## src/rtl/axis_mem_fifo.sv

```systemverilog
// Single-clock AXI-Stream FIFO on an internal RAM array, with level and almost-full reporting.
// Define AXIS_MEM_FIFO_PKT_MODE_EN to build the store-and-forward packet mode.
module axis_mem_fifo #(
    parameter int DATA_WIDTH   = 32,
    parameter int ADDR_WIDTH   = 4,
    parameter int AFULL_THRESH = 12
) (
    input  logic                      clk,
    input  logic                      rst,
    input  logic [DATA_WIDTH-1:0]     s_axis_tdata,
    input  logic [DATA_WIDTH/8-1:0]   s_axis_tstrb,
    input  logic                      s_axis_tlast,
    input  logic                      s_axis_tvalid,
    output logic                      s_axis_tready,
    output logic [DATA_WIDTH-1:0]     m_axis_tdata,
    output logic [DATA_WIDTH/8-1:0]   m_axis_tstrb,
    output logic                      m_axis_tlast,
    output logic                      m_axis_tvalid,
    input  logic                      m_axis_tready,
    output logic [ADDR_WIDTH:0]       level,
    output logic                      almost_full,
    output logic                      oversize_err
);
    // Handshake: a beat moves on a rising clk edge where tvalid and tready are
    // both high; tvalid is a function of stored state only, never of tready.

    localparam int DEPTH  = 2 ** ADDR_WIDTH;
    localparam int STRB_W = DATA_WIDTH / 8;
    localparam int WORD_W = DATA_WIDTH + STRB_W + 1;

    localparam logic [ADDR_WIDTH:0]   DEPTH_L = (ADDR_WIDTH + 1)'(DEPTH);
    localparam logic [ADDR_WIDTH:0]   AFULL_L = (ADDR_WIDTH + 1)'(AFULL_THRESH);
    localparam logic [ADDR_WIDTH:0]   ONE_L   = (ADDR_WIDTH + 1)'(1);
    localparam logic [ADDR_WIDTH-1:0] PTR_ONE = (ADDR_WIDTH)'(1);

    logic [WORD_W-1:0]     r_mem [DEPTH];
    logic [ADDR_WIDTH-1:0] r_wr_ptr;
    logic [ADDR_WIDTH-1:0] r_rd_ptr;
    logic [ADDR_WIDTH:0]   r_level;
    logic                  r_tready;

    logic                  w_push;
    logic                  w_pop;
    logic                  w_tvalid;
    logic [ADDR_WIDTH:0]   w_next_level;
    logic [WORD_W-1:0]     w_head;
    logic                  w_head_last;

    assign w_push      = s_axis_tvalid & r_tready;
    assign w_pop       = w_tvalid & m_axis_tready;
    assign w_head      = r_mem[r_rd_ptr];
    assign w_head_last = w_head[WORD_W-1];

    always_comb begin
        w_next_level = r_level;
        case ({w_push, w_pop})
            2'b10:   w_next_level = r_level + ONE_L;
            2'b01:   w_next_level = r_level - ONE_L;
            default: w_next_level = r_level;
        endcase
    end

    // RAM is deliberately not reset; outputs are don't-care while tvalid is low.
    always_ff @(posedge clk) begin
        if (w_push) begin
            r_mem[r_wr_ptr] <= {s_axis_tlast, s_axis_tstrb, s_axis_tdata};
        end
    end

    always_ff @(posedge clk or posedge rst) begin
        if (rst) begin
            r_wr_ptr <= '0;
            r_rd_ptr <= '0;
            r_level  <= '0;
            r_tready <= 1'b0;
        end else begin
            if (w_push) r_wr_ptr <= r_wr_ptr + PTR_ONE;
            if (w_pop)  r_rd_ptr <= r_rd_ptr + PTR_ONE;
            r_level  <= w_next_level;
            // A pop while full only reopens the input on the following cycle.
            r_tready <= (w_next_level != DEPTH_L);
        end
    end

`ifdef AXIS_MEM_FIFO_PKT_MODE_EN
    logic [ADDR_WIDTH:0] r_pkt_cnt;
    logic                r_release;
    logic                r_oversize;
    logic                w_push_last;
    logic                w_pop_last;

    assign w_push_last = w_push & s_axis_tlast;
    assign w_pop_last  = w_pop & w_head_last;

    always_ff @(posedge clk or posedge rst) begin
        if (rst) begin
            r_pkt_cnt  <= '0;
            r_release  <= 1'b0;
            r_oversize <= 1'b0;
        end else begin
            case ({w_push_last, w_pop_last})
                2'b10:   r_pkt_cnt <= r_pkt_cnt + ONE_L;
                2'b01:   r_pkt_cnt <= r_pkt_cnt - ONE_L;
                default: r_pkt_cnt <= r_pkt_cnt;
            endcase
            // A full FIFO with no complete packet can never drain unless we cut through.
            if (w_pop_last) begin
                r_release <= 1'b0;
            end else if ((r_level == DEPTH_L) && (r_pkt_cnt == '0)) begin
                r_release  <= 1'b1;
                r_oversize <= 1'b1;
            end
        end
    end

    assign w_tvalid     = (r_level != '0) & ((r_pkt_cnt != '0) | r_release);
    assign oversize_err = r_oversize;
`else
    assign w_tvalid     = (r_level != '0);
    assign oversize_err = 1'b0;
`endif

    assign s_axis_tready = r_tready;
    assign m_axis_tvalid = w_tvalid;
    assign m_axis_tdata  = w_head[DATA_WIDTH-1:0];
    assign m_axis_tstrb  = w_head[DATA_WIDTH +: STRB_W];
    assign m_axis_tlast  = w_head_last;
    assign level         = r_level;
    assign almost_full   = (r_level >= AFULL_L);

endmodule

```

## config.mk

```make
export PLATFORM = sky130hd
export DESIGN_NAME = axis_mem_fifo
export DESIGN_NICKNAME = d
export VERILOG_FILES = /design/src/rtl/axis_mem_fifo.sv
export SDC_FILE = /design/constraint.sdc
export NUM_CORES = 1
export LEC_CHECK = 0
export CAP_MARGIN = 30
export CORE_MARGIN = 3
export CORE_UTILIZATION = 51
export CTS_BUF_LIST = sky130_fd_sc_hd__clkbuf_4 sky130_fd_sc_hd__clkbuf_8 sky130_fd_sc_hd__clkbuf_16
export DETAILED_ROUTE_END_ITERATION = 12
export GPL_TIMING_DRIVEN = 0
export PLACE_DENSITY = 0.77
export SETUP_SLACK_MARGIN = 0.2
export SLEW_MARGIN = 20
export SYNTH_ARGS = -nofsm -noshare
export SYNTH_HDL_FRONTEND = slang
export SYNTH_SLANG_ARGS = --single-unit
```

## constraint.sdc

```tcl
create_clock -name clk -period 4.05 [get_ports clk]
set_input_delay 1.0125 -clock clk [delete_from_list [all_inputs] [get_ports clk]]
set_output_delay 1.0125 -clock clk [all_outputs]
set_load 0.01 [all_outputs]
```

# Yosys cells after proc, flatten, opt, wreduce, memory -nomap -nowiden
# Memories as Yosys holds them, arrays and structs flattened.
# Cells that the tools add are included.
# Widths: inputs -> output; s select.
[word_totals] in_bits=41 ram_bits=592 n_memories=1 register_bits=14
[memory_table] name="r_mem" words=16 word_bits=37 rd=1 rd_clocked_by_memory_dff=0 wr=1 line_no="36" source="logic [WORD_W-1:0] r_mem [DEPTH];"
[op_classes] addsub=4 magnitude_cmp=1 reduce_logical=1 n_bitwise=2 eq_ne=3 n_mux=3
[ops] op="$pmux 5 s2" count=1
[ops] op="$add 4x1->4 const B" count=2
[ops] op="$add 5x1->5 const B" count=1
[ops] op="$ge 5x4->1 const B" count=1
[ops] op="$ne 5x5->1 const B" count=1
[ops] op="$reduce_bool 5->1" count=1
[ops] op="$sub 5x1->5 const B" count=1
[ops] op="$and 1x1->1" count=2
[ops] op="$eq 2x1->1 const B" count=1
[ops] op="$eq 2x2->1 const B" count=1
[ops] op="$mux 1" count=2

# Depth between registers and ports, before layout
# Gate-level depths: netlist of run 1.
[logic_depth] depth_word=5 mapped_depth=9 depth_no_buf=8

# Worst setup path after synthesis of run 1
# No wires, ideal clock.
[synth_path] kind="input to register" startpoint="input port s_axis_tvalid" endpoint="memory r_mem[3][0] in the netlist's numbering (enable)" path_slack_ns=-0.528 n_path_buf=1 setup_ns=0.477 stages=4 arrival_time_ns=4.101 path_cell_list="and2_1 -> clkbuf_1 -> nand2_1 -> nor3_1"
[synth_between] elab_chain_cells=3
[synth_lines] item="start, declared" line_no="13" source="input logic s_axis_tvalid,"
[synth_lines] item="$and 1x1->1" line_no="49" source="assign w_push = s_axis_tvalid & r_tready;"
[synth_lines] item="$mux 1" line_no="65" source="if (w_push) begin"
[synth_lines] item="$mux 1 (not written as such)" line_no="66" source="r_mem[r_wr_ptr] <= {s_axis_tlast, s_axis_tstrb, s_axis_tdata};"
[synth_lines] item="end, declared" line_no="36"
# No other way between the ends.

# Final worst setup path of run 1
[layout_path] startpoint="register r_rd_ptr[0]" endpoint="output port m_axis_tstrb[1]"
[layout_between] elab_chain_cells=1
[layout_lines] item="start, declared" line_no="38" source="logic [ADDR_WIDTH-1:0] r_rd_ptr;"
[layout_lines] item="start signal, assigned" line_no="78" source="if (w_pop) r_rd_ptr <= r_rd_ptr + PTR_ONE;"
[layout_lines] item="$mem_v2 16x37"
[layout_lines] item="end, declared" line_no="16" source="output logic [DATA_WIDTH/8-1:0] m_axis_tstrb,"
# No other way between the ends.

==> metrics, run 1 <==
unrepaired setup endpoints after global routing=true; post-synthesis instance area=23,000 sq um; layout net count=1,230; root buf cell=clkbuf_16; xor and xnor fraction of the mapped netlist area=0.00343; worst-skew pair later-pin latency=0.61 ns; Synthesis Warnings=0; Slowest Stage Delay on Critical Path=0.52 ns; minimum period implied by the final worst setup slack=3.88 ns; type of the worst setup path=flop to output port; gate count after technology mapping=1,004; leading cell types in the layout, fill and taps excluded=edfxtp_1, mux4_2, clkbuf_16, clkdlybuf4s50_1, a22oi_1; CP most frequent cell=buf_12; Worst Skew=0.0202 ns; first-pass iteration count of the detailed router=5; layout cells sized above 1=0.296; largest net degree at the start of global routing=21; CTS tree=built; horizontal extent of the die=218 um; placement-stage worst setup slack=-0.121 ns; Port Buffers=85; share of synthesized area spent on multiplexers=0.146; vias per cell=6.13; total routing usage reported by global routing=0.219; vias after detailed routing=11,200; cell depth of the worst hold path=2; Worst setup EP type=output port; antenna violations before repair=3; TritonCTS Buffers=57; # IOs=87; crit path DAT=2.87 ns; share of synthesized registers carrying an async set or reset=0.0231; core area=44,400 sq um; critical hold path startpoint=r_wr_ptr[1]; fraction of the cycle the final worst path needs=0.958; max-cap check violation count=0; library cell occupying the most area in the post-synthesis netlist=edfxtp_1; leakage component of the power=9.02 nW; Fill cells=2,841; filler-free cell count of the finished design=1,819; area added between synthesis and finish=20.0%; Post-Synthesis Mean Instance Area=22.9 sq um; gp weighted congestion=0.714; number of remaining DRC errors=0; H-Tree Level Count=2; post-synthesis sequential area ratio=0.788; Worst Reg-to-Reg Cells=8; number of pins with negative max-slew slack in the final report=0; Worst-path clk slew=0.06 ns; die boundary height=218 um; first-iteration detailed-routing DRC count=1,291; Setup crit start=r_rd_ptr[0]; routed wire length per instance=28.0 um; post-synthesis compound-gate area fraction=0.0280; startpoint type of the worst setup path=flop; Top FF cell, synth=edfxtp_1; total chip power=19.6 mW; die area=47,700 sq um; buffer count from post-CTS setup fixing=0; Post-synth EDFFs=592; largest driver fanout on the critical path=10; share of the synthesized area in the top cell type=0.773; post-synthesis register bit count=606; DP Wirelength=30,800 um; WP data required=3.04 ns; most common cell after layout, fill and taps aside=edfxtp_1; adder and majority cell fraction of the synthesized area=0.00577; main combinational cell family by area after synthesis=multiplexers; path category of the worst min-delay check=flop to flop; Slew headroom=0.450; status=completed; Post-Place Cells=1,711; leftover overflow at the end of global routing=0; slew at the pin with the worst max-slew slack=0.823 ns; crit path max-delay cell type=mux4_2; clock sink count=606; synth unique cells=34; end-of-flow core utilization=0.621; simple-gate area share of the yosys netlist=0.0152; worst-case setup margin in the final layout=0.172 ns; count of standard-cell rows=77; Mapped Nets=1,055; clk buf depth=3; top cells by area in the synthesized netlist=edfxtp_1, mux4_2, a22oi_1; Hold Violations, Final=0; final wirelength=51,000 um; worst flop-to-flop path startpoint=level[4]; global-route wire length before repair=75,800 um; vias in the first global route=11,900; cells traversed along the worst timing path=clkbuf_8 -> buf_12 -> buf_12 -> mux4_2 -> a22oi_1 -> nand2_1 -> clkdlybuf4s50_1; Final Setup Violations=0; largest voltage drop on the vdd net=0.543 mV; post-route ant nets=0; initial core utilization=0.518; Power Dens Cells=712 nW/um^2; Highest Clock Rate=0.258 GHz
## where the power goes
part | leakage, nW | switching, mW | internal (mW)
clock | 0.925 | 2.19 | 2.99
sequential | 5.51 | 0.210 | 7.59
combinational | 2.59 | 3.52 | 3.13
total | 9.02 | 5.93 | 13.7
## routing by layer
layer  share of wire  track usage  wire length (um)
met1            0.38        0.283             19400
met2            0.52        0.374             26700
met3           0.069       0.0424              3510
met4           0.028       0.0841              1430
met5         0.00049            0                25
## logic make-up after synthesis
logic type	Yosys count
AO/OA/AOI/OAI	87
other	1
XOR/XNOR	9
flip-flops	606
multiplexers	151
adder cells (fa/ha/maj)	10
AND/OR/NAND/NOR	81
buffers and inverters	59
## worst max-delay path, delay by kind of cell, from the launching register on
| kind | cells | cell delay [ns] |
|---|---|---|
| flops | 1 | 0.36 |
| mux | 1 | 0.52 |
| simple gates | 1 | 0.13 |
| compound gates | 1 | 0.22 |
| buf+inv | 4 | 1.03 |
## metrics by stage
step / cell area [sq um] / setup TNS (ns) / hold WS [ns]
6_report: 27600 / 0 / 0.605
5_1_grt: 27600 / 0 / 0.631
4_1_cts: 27500 / 0 / 0.607
3_5_place_dp: 25400 / -0.162 / 0.549
3_3_place_gp: 24600 / -936.81 / 0.507
2_1_floorplan: 23000 / 0 / 0.493
## synthesized netlist by cell type, types with 4 or more instances
| library cell | count |
|---|---|
| nand2_1 | 47 |
| clkbuf_1 | 24 |
| edfxtp_1 | 592 |
| buf_6 | 4 |
| buf_1 | 10 |
| buf_4 | 8 |
| nor2_1 | 15 |
| ha_1 | 9 |
| buf_2 | 8 |
| a22oi_1 | 74 |
| mux4_2 | 148 |
| dfrtp_1 | 14 |
| nor3_1 | 6 |
| xnor2_1 | 7 |
| inv_1 | 5 |
## worst paths after layout
check / slack (ns) / to
max: 0.17 / m_axis_tstrb[1]
min in group asynchronous: 0.81 / r_rd_ptr[0]
min: 0.60 / r_wr_ptr[3]
max reg2reg: 0.76 / s_axis_tready
min reg2reg: 0.60 / r_wr_ptr[3]
max in group asynchronous: 2.82 / r_rd_ptr[3]
## flip-flops by register name, indices dropped and copies added, names as in the netlist
register and cells:
r_mem 592, r_rd_ptr 4, level 5, s_axis_tready 1, r_wr_ptr 4
## area by class of cell
cell class                 count  area [sq um]  share of cell area
tap                          592           741              0.0268
antenna                        1          2.50           0.0000907
timing repair buffer         116          1530              0.0555
clock buffer                  76          1620              0.0586
inverter                       5          18.8            0.000680
sequential                   606         18100               0.657
multi-input combinational    339          4830               0.175
clock inverter                30           214             0.00776
buffer                        54           508              0.0184
## repair_timing
item                                    4_1_cts  5_1_grt
gates resized for setup                     108       35
pin swaps                                     0        2
cloned                                        0        1
hold buffers                                  0        0
hold endpoints to repair                      0        0
endpoints found under the setup margin       37       27
Note: power is estimated with default switching activity, not from simulation.
==> inputs of run 2 (changes only) <==
MAX_ROUTING_LAYER = met4   (was not set)
==> run 2 against run 1 <==
Net effect: worst hold slack got worse by 0.0017 ns; first-iteration DRC count down 0.39%; sequential share of layout area did not move; utilization did not move; total power increased by 0.14%; combinational power hardly changed; die area unchanged; clock power hardly changed; setup slack gained 0.0042 ns; global-route usage up 0.67 points.
==> metrics, run 2 (synthesis gave the netlist of run 1 again) <==
antenna violations before repair=4 (+1); status=completed; Setup crit start=r_rd_ptr[0]; WP data required=3.04 ns (about the same); vias in the first global route=11,900 (-0.18%); area added between synthesis and finish=20.0% (unchanged); startpoint type of the worst setup path=flop; slew at the pin with the worst max-slew slack=0.777 ns (-0.0460 ns); initial core utilization=0.518 (unchanged); clock sink count=606 (unchanged); total chip power=19.7 mW (+0.14%); minimum period implied by the final worst setup slack=3.87 ns (-0.00422 ns); routed wire length per instance=28.6 um (+2.0%); largest voltage drop on the vdd net=0.497 mV (-8.5%); buffer count from post-CTS setup fixing=0 (unchanged); clk buf depth=3 (unchanged); layout cells sized above 1=0.295 (-0.000816); leakage component of the power=9.02 nW (about the same); count of standard-cell rows=77 (unchanged); layout net count=1,230 (unchanged); total routing usage reported by global routing=0.226 (+0.00673); Port Buffers=85 (unchanged); horizontal extent of the die=218 um (unchanged); die area=47,700 sq um (unchanged); Worst setup EP type=output port; most common cell after layout, fill and taps aside=edfxtp_1; first-iteration detailed-routing DRC count=1,286 (-0.39%); capture point of the worst reg-to-reg path=s_axis_tready; CTS tree=built; final total negative setup slack=0 ns (unchanged); worst setup slack for register-to-register paths=0.77 ns (about the same); die boundary height=218 um (unchanged); worst flop-to-flop path startpoint=level[4]; path category of the worst min-delay check=flop to flop; leftover overflow at the end of global routing=0 (unchanged); Largest register FFs=592 (unchanged); type of the worst setup path=flop to output port; H-Tree Level Count=2 (unchanged); worst-skew pair later-pin latency=0.62 ns (about the same); max-cap check violation count=0 (unchanged); largest driver fanout on the critical path=10 (unchanged); # IOs=87 (unchanged); final wirelength=52,100 um (+2.2%); global-route wire length before repair=75,700 um (about the same); largest net degree at the start of global routing=21 (unchanged); Hold Violations, Final=0 (unchanged); Worst Skew=0.0336 ns (+0.0134 ns); Worst Reg-to-Reg Cells=8 (unchanged); fraction of the cycle the final worst path needs=0.957 (-0.00104); TritonCTS Buffers=57 (unchanged); leading cell types in the layout, fill and taps excluded=edfxtp_1, mux4_2, clkbuf_16, clkdlybuf4s50_1, a22oi_1; post-route ant nets=0 (unchanged); unrepaired setup endpoints after global routing=true; DP Wirelength=30,800 um (unchanged); Power Dens Cells=713 nW/um^2 (+0.14%); crit path DAT=2.86 ns (about the same); first-pass iteration count of the detailed router=5 (unchanged); vias after detailed routing=11,200 (-0.027%); number of pins with negative max-slew slack in the final report=0 (unchanged); Worst-path clk slew=0.06 ns (about the same); gp weighted congestion=0.723 (+1.1%); cts hold-fix bufs=0 (unchanged); root buf cell=clkbuf_16; Final Setup Violations=0 (unchanged); vias per cell=6.12 (-0.19%); number of remaining DRC errors=0 (unchanged); Slew headroom=0.481 (+0.0307); core area=44,400 sq um (unchanged); capture point of the worst path=m_axis_tdata[20]; Highest Clock Rate=0.258 GHz (+0.11%); top register by number of flip-flops=r_mem
==> run 2: changes by cell type in the layout (fill, tap and decap cells not counted) <==
cell,change
buf_2,+1
diode_2,+3
a22oi_2,-1
buf_4,+1
a22oi_1,+1
buf_8,-2
buf_12,+1
clkbuf_2,-1
==> run 2: repair_timing <==
item,in CTS,in global routing
cloned,0,1
pin swaps,0,1
endpoints found under the hold margin,0,0
setup endpoints to repair,37,27
gates resized for setup,108,34
==> run 2: worst min-delay path by stage <==
stage / slack [ns] / cells past startpoint / from / endpoint
2_1_floorplan: 0.49 / 1 / r_rd_ptr[3] / r_rd_ptr[3]
3_3_place_gp: 0.51 / 1 / r_rd_ptr[3] / r_rd_ptr[3]
3_5_place_dp: 0.55 / 1 / r_rd_ptr[3] / r_rd_ptr[3]
4_1_cts: 0.61 / 2 / r_wr_ptr[1] / r_wr_ptr[3]
5_1_grt: 0.63 / 2 / r_wr_ptr[1] / r_wr_ptr[3]
6_report: 0.60 / 2 / r_wr_ptr[1] / r_wr_ptr[3]
==> run 2: per-stage QoR <==
stage	std cells	cell area, sq um	utilization	hold slack, ns	setup WS (ns)
floorplan	1004	23000	-	0.493	0.462
global placement	1681	24600	0.554	0.507	-1.70
detailed placement	1711	25400	0.571	0.549	-0.121
CTS	1817	27500	0.618	0.607	0.114
global route	1822	27600	0.621	0.633	0.0671
finish	1822	27600	0.621	0.603	0.176
==> run 2: area by class of cell <==
type | instances | area, sq um
fillers | 2851 | 16800
well taps | 592 | 741
repair buffers | 116 | 1530
clock buffers | 76 | 1620
multi-input cells | 339 | 4820
flip-flops and latches | 606 | 18100
inverters | 5 | 18.8
diodes | 4 | 10.0
plain buffers | 54 | 505
clock inverters | 30 | 214
==> run 2: power by group <==
part / internal [mW] / total, mW / switching [mW]
sequential: 7.59 / 7.81 / 0.219
clock: 2.99 / 5.20 / 2.22
combinational: 3.13 / 6.65 / 3.52
total: 13.7 / 19.7 / 5.95
==> run 2: metal layers <==
layer | wire length [um] | global-route usage | up-vias
met5 | 0 | - | -
met4 | 1260 | 0.0846 | 0
met3 | 3740 | 0.0399 | 90
met2 | 27400 | 0.374 | 552
met1 | 19700 | 0.285 | 5882
li1 | - | - | 4631
==> run 2: critical path, cell delays in order, from the launching register on <==
cell             delay [ns]
dfrtp_1                0.35
clkbuf_8               0.18
buf_4                  0.29
mux4_2                 0.57
a22oi_1                0.26
nand2_1                0.11
clkdlybuf4s50_1        0.48
